`src/rtl/count_event_monitor.sv`:
```
`default_nettype none
// ============================================================================
// Module      : count_event_monitor
// Description : Watches a counter stream for compare matches and 255->0 wraps
//               and reports each event over a valid/ack handshake.
// Revision    : 1.0 - initial release
// ============================================================================
module count_event_monitor #(
    parameter int WIDTH  = 8,
    parameter int TALLYW = 4
) (
    input  logic              Clock,
    input  logic              Reset,
    input  logic [WIDTH-1:0]  CountIn,
    input  logic              CmpLoad,
    input  logic [WIDTH-1:0]  CmpData,
    input  logic              Arm,
    input  logic              EventAck,
    output logic              Match,
    output logic              Wrap,
    output logic              EventValid,
    output logic [1:0]        EventCode,
    output logic [TALLYW-1:0] MatchTally,
    output logic              Overflow,
    output logic [1:0]        State
);

    localparam logic [1:0]        ST_IDLE    = 2'b00;
    localparam logic [1:0]        ST_ARMED   = 2'b01;
    localparam logic [1:0]        ST_PENDING = 2'b10;
    localparam logic [TALLYW-1:0] TALLY_MAX  = {TALLYW{1'b1}};
    localparam logic [WIDTH-1:0]  COUNT_MAX  = {WIDTH{1'b1}};

    logic [1:0]       state;
    logic [1:0]       next_state;
    logic [WIDTH-1:0] cmp_value;
    logic [WIDTH-1:0] prev_count;
    logic             prev_valid;

    logic sample_new;
    logic det_match;
    logic det_wrap;
    logic det_event;
    logic capture;
    logic drop;

    // A held count is not new, so a stopped counter cannot re-trigger a match.
    assign sample_new = !prev_valid || (CountIn != prev_count);
    assign det_match  = (state != ST_IDLE) && sample_new && (CountIn == cmp_value);
    assign det_wrap   = (state != ST_IDLE) && prev_valid
                        && (prev_count == COUNT_MAX) && (CountIn == '0);
    assign det_event  = det_match || det_wrap;
    assign capture    = det_event && (((state == ST_ARMED) && Arm)
                                   || ((state == ST_PENDING) && EventAck));
    assign drop       = det_event && (state == ST_PENDING) && !EventAck;

    always_ff @(posedge Clock) begin
        if (Reset) begin
            state <= ST_IDLE;
        end else begin
            state <= next_state;
        end
    end

    always_comb begin
        next_state = state;
        case (state)
            ST_IDLE: begin
                if (Arm) next_state = ST_ARMED;
            end
            ST_ARMED: begin
                if (!Arm)          next_state = ST_IDLE;
                else if (det_event) next_state = ST_PENDING;
            end
            ST_PENDING: begin
                // A pending event always finishes its handshake, even if disarmed.
                if (EventAck && !det_event) next_state = Arm ? ST_ARMED : ST_IDLE;
            end
            default: next_state = ST_IDLE;
        endcase
    end

    always_comb begin
        EventValid = (state == ST_PENDING);
        State      = state;
    end

    always_ff @(posedge Clock) begin
        if (Reset) begin
            cmp_value  <= '0;
            prev_count <= '0;
            prev_valid <= 1'b0;
            Match      <= 1'b0;
            Wrap       <= 1'b0;
            EventCode  <= 2'b00;
            MatchTally <= '0;
            Overflow   <= 1'b0;
        end else begin
            prev_count <= CountIn;
            prev_valid <= 1'b1;
            if (CmpLoad) cmp_value <= CmpData;
            Match <= det_match;
            Wrap  <= det_wrap;
            if (capture) EventCode <= {det_wrap, det_match};
            if (det_match && (MatchTally != TALLY_MAX)) MatchTally <= MatchTally + 1'b1;
            if (drop) Overflow <= 1'b1;
        end
    end

endmodule
`default_nettype wire

```
`config.mk`:
```
export PLATFORM = sky130hd
export DESIGN_NAME = count_event_monitor
export DESIGN_NICKNAME = d
export VERILOG_FILES = /design/src/rtl/count_event_monitor.sv
export SDC_FILE = /design/constraint.sdc
export NUM_CORES = 1
export LEC_CHECK = 0
export ABC_CLOCK_PERIOD_IN_PS = 2500
export BUFFER_PORTS_ARGS = -buffer_cell sky130_fd_sc_hd__buf_2
export CAP_MARGIN = 20
export CORE_MARGIN = 5
export CORE_UTILIZATION = 25
export CTS_BUF_LIST = sky130_fd_sc_hd__clkbuf_4 sky130_fd_sc_hd__clkbuf_8
export CTS_CLUSTER_SIZE = 16
export DETAILED_ROUTE_END_ITERATION = 16
export GPL_TIMING_DRIVEN = 0
export PLACE_DENSITY = 0.53
export SLEW_MARGIN = 20
export SYNTH_ARGS = -nofsm -noshare
export SYNTH_HDL_FRONTEND = slang
export SYNTH_SLANG_ARGS = --single-unit
```
`constraint.sdc`:
```
create_clock -name Clock -period 2.5 [get_ports Clock]
set_input_delay 0.5 -clock Clock [delete_from_list [all_inputs] [get_ports Clock]]
set_output_delay 0.5 -clock Clock [all_outputs]
set_load 0.1 [all_outputs]
```
# --- Word-level counts from Yosys, hierarchy flattened ---
# Index checks and enable logic that the tools add are counted.
op_classes:
  reduce_logical: 22
  mux: 7
  addsub: 1
  eq_ne: 9
ops:
  columns: ["op", "count"]
  rows:
  - ["1-bit logical AND", 12]
  - ["8-bit equality test", 1]
  - ["8-bit equality test (second input constant)", 1]
  - ["8-bit logical NOT", 1]
  - ["2-bit two-way mux", 4]
  - ["8-bit != test", 1]
  - ["2-bit case mux with 3 select lines", 1]
  - ["4-bit by 1-bit adder with 4-bit output (second input constant)", 1]
  - ["4-bit != test (second input constant)", 1]
  - ["1-bit logical NOT", 3]
  - ["1-bit logical OR", 3]
  - ["3-bit != test (second input constant)", 1]
  - ["3-bit AND reduction", 1]
  - ["2-bit by 1-bit equality test with 1-bit output (second input constant)", 1]
  - ["2-bit equality test (second input constant)", 1]
  - ["2-bit logical NOT", 1]
  - ["1-bit two-way mux", 2]
  - ["2-bit by 1-bit != test with 1-bit output (second input constant)", 1]
  - ["2-bit != test (second input constant)", 1]
  - ["2-bit nonzero test", 1]
word_totals:
  word_cells: 48
  ff_bits: 28

# --- Depth between registers and ports, before layout ---
depth:
  word_depth: 9
  depth_mapped: 5
  mapped_depth_nobuf: 5

# --- Least setup slack after synthesis ---
# OpenSTA, ideal clock, no wires.
synth_path:
  path_kind: "register to output"
  startpoint: "register state[1] (netlist: State[1])"
  endpoint: "output EventValid"
  path_stages_with_launch: 3
  path_buffers: 0
  required_ps: 2000
  path_slack_ps: 199
  t_arrival_ps: 1801
  path_cell_list: "dfxtp_1 nand2b_1 inv_1"
synth_via:
  elab_chain_len: 1
synth_lines:
  columns: ["item", "line_no", "text"]
  rows:
  - ["from (decl)", "34", "logic [1:0] state;"]
  - ["from (signal assigned)", "61", "state <= next_state;"]
  - ["2-bit equality test", "84", "EventValid = (state == ST_PENDING);"]
  - ["to (decl)", "21", "output logic EventValid,"]
# No other way between the ends.

# --- Final worst setup path ---
layout_path:
  startpoint: "register state[0] (netlist: State[0])"
  endpoint: "output EventValid"
# The elaborated chain is that of the path after synthesis.

==> metrics.txt <==
hold_sp CmpData[3]; area fraction of the dominant cell type after synthesis 43.5%; total global routing overflow 0; Post-CTS Resized 0; die width 81.8 um; gpl congestion 0.714; RSZ-0062 raised after global routing no; row cnt 26; design area 1580 um2; First-pass DRT Iterations 4; layout cells sized above 1 25.1%; syn avg cell area 9.68 um2; Port-buffer cells 30; deepest clock path buffer count 2; largest net degree at the start of global routing 16; Top FF cell, synth dfxtp_1; number of synthesis warnings 0; Startpoint Class flip-flop; post-CTS setup buffer count 0; Cell Area, Synth 1290 um2; drt drc 0; Initial Utilization 25.5%; Initial DRC Count 40; clock edge transition at the registers on the reported setup and hold paths 0.09 ns; Max-slew headroom 62.4%; count leader, synth dfxtp_1; die height 81.8 um; vias in the first global route 1008; met3 usage 3.18%; CTS buffer count 3; Clk Latency, worst-skew pair 0.27 ns; Crit. End Element output port; total track usage 9.05%; routed vias/inst 4.33; required time of the critical path 2.00 ns; most frequent cells after synthesis 28 x dfxtp_1, 17 x nor2_1, 11 x nor2b_1, 11 x xor2_1, 9 x mux2i_1; Post-synth ARST share 0%; min-delay worst type in2reg; max frequency 561 MHz; hold buffer count at CTS 0; FF-to-FF Start cmp_value[6]; dpl hpwl 2.24 mm; ant diodes 0; global routing usage on met1 11.4%; ratio of total power to cell area 535 nW/um2; synth unique cells 34; vias 1027; crit path kind reg2out; Worst EP arrival 1.28 ns; CTS H-tree lvls 1; number of flops mapped to enable cells by yosys 0; Worst-Margin Slew 0.564 ns; die area 6690 um2; crit path launch State[0]; clock skew 0.00403 ns; MaxCap Viol Count 0; LEAKAGE 0.707 nW; Yosys reg bits 28; Worst Path Max Fanout 5; Tmin final 1.78 ns; area leader, netlist dfxtp_1; count of final hold-check violations 0; final core occ 31.3%; root buf cell clkbuf_8; Total Power 0.846 mW; core area 5040 um2; area of placed instances 1530 um2; first-pass GRT wire length 4.66 mm; DR WL/cell 11.8 um; gr busiest metal met2; TritonCTS clock tree built; Filler cells 526; clk sinks 28; NumNets Final 190; period utilisation layout 71.4%; Post-Syn Instances 133; Post-Route WL 2.80 mm; top post-synthesis cells by area dfxtp_1 44%, xor2_1 7.5%, mux2i_1 7.0%; met2 GRT Util 15.1%; sequential share of the synthesized area 43.5%; Antenna Violating Nets Remaining 0; initial antenna violation count 0; num ports 33; Peak supply drop 0.000348 V; Pins Over Slew Limit 0; synthesis-to-finish area growth 22.7%; Setup violations, final 0; syn nets 155; Hold WS 0.466 ns; setup TNS 0 ns; status finished, final reports clean
## sequential cells by signal (all words and copies together), names as in the netlist
register / flops
Overflow: 1
prev_valid: 1
MatchTally: 4
State: 2
prev_count: 8
EventCode: 2
Wrap: 1
Match: 1
cmp_value: 8
## worst paths after layout
| check | endpoint | slack [ns] | depth (start not counted) |
|---|---|---|---|
| setup / recovery | EventValid | 0.72 | 3 |
| hold / removal | cmp_value[3] | 0.47 | 3 |
| setup reg to reg | MatchTally[0] | 0.83 | 5 |
| hold reg to reg | Overflow | 0.49 | 1 |
## final cells by class
class	instances	area [um2]	share of cell area, %
Multi-Input combinational cell	97	697	44.1
Buffer	4	15.0	0.950
Tap cell	70	87.6	5.54
Clock buffer	4	55.1	3.48
Sequential cell	28	561	35.5
Timing Repair Buffer	30	150	9.50
Inverter	4	15.0	0.950
## metal layers
| metal | part of all wire, % | wire length [um] |
|---|---|---|
| met1 | 47 | 1310 |
| met2 | 46 | 1290 |
| met3 | 6.9 | 194 |
| met4 | 0 | 0 |
| met5 | 0 | 0 |
## kinds of logic after synthesis
| logic type | after synthesis | synth area share [%] |
|---|---|---|
| DFF | 28 | 43.5 |
| buffers and inverters | 8 | 2.33 |
| AOI/OAI and AO/OA | 9 | 5.05 |
| muxes | 11 | 8.75 |
| adders and majority gates | 1 | 0.972 |
| xor gates and xnor gates | 16 | 10.9 |
| and+or+nand+nor | 60 | 28.5 |
## report_power, final
group	total, mW	switching [mW]	internal, mW
clock	0.274	0.133	0.141
combinational	0.0988	0.0555	0.0433
sequential	0.473	0.0109	0.462
total	0.846	0.199	0.646
## layout by cell type (no fill, tap or decap), types with 3 or more instances in the layout
cell type	Yosys	routed
buf_2	0	30
dfxtp_1	28	28
nor2_1	17	17
xor2_1	11	11
nor2b_1	11	11
mux2i_1	9	9
xnor2_1	5	5
nand2b_1	4	4
inv_1	4	4
nand4_1	4	4
clkbuf_8	0	4
nand2_1	3	3
nand3_1	3	3
## critical path: stages (launching register included)
cell and delay [ns]:
dfxtp_1 0.35, nand2b_1 0.19, inv_1 0.06, buf_2 0.41
## metrics by stage
stage	setup WS, ns	cells
5_1_grt	0.641	237
6_report	0.716	237
3_5_place_dp	0.484	233
3_3_place_gp	0.508	233
2_1_floorplan	0.199	133
4_1_cts	0.700	237
(Power assumes the default switching activity.)
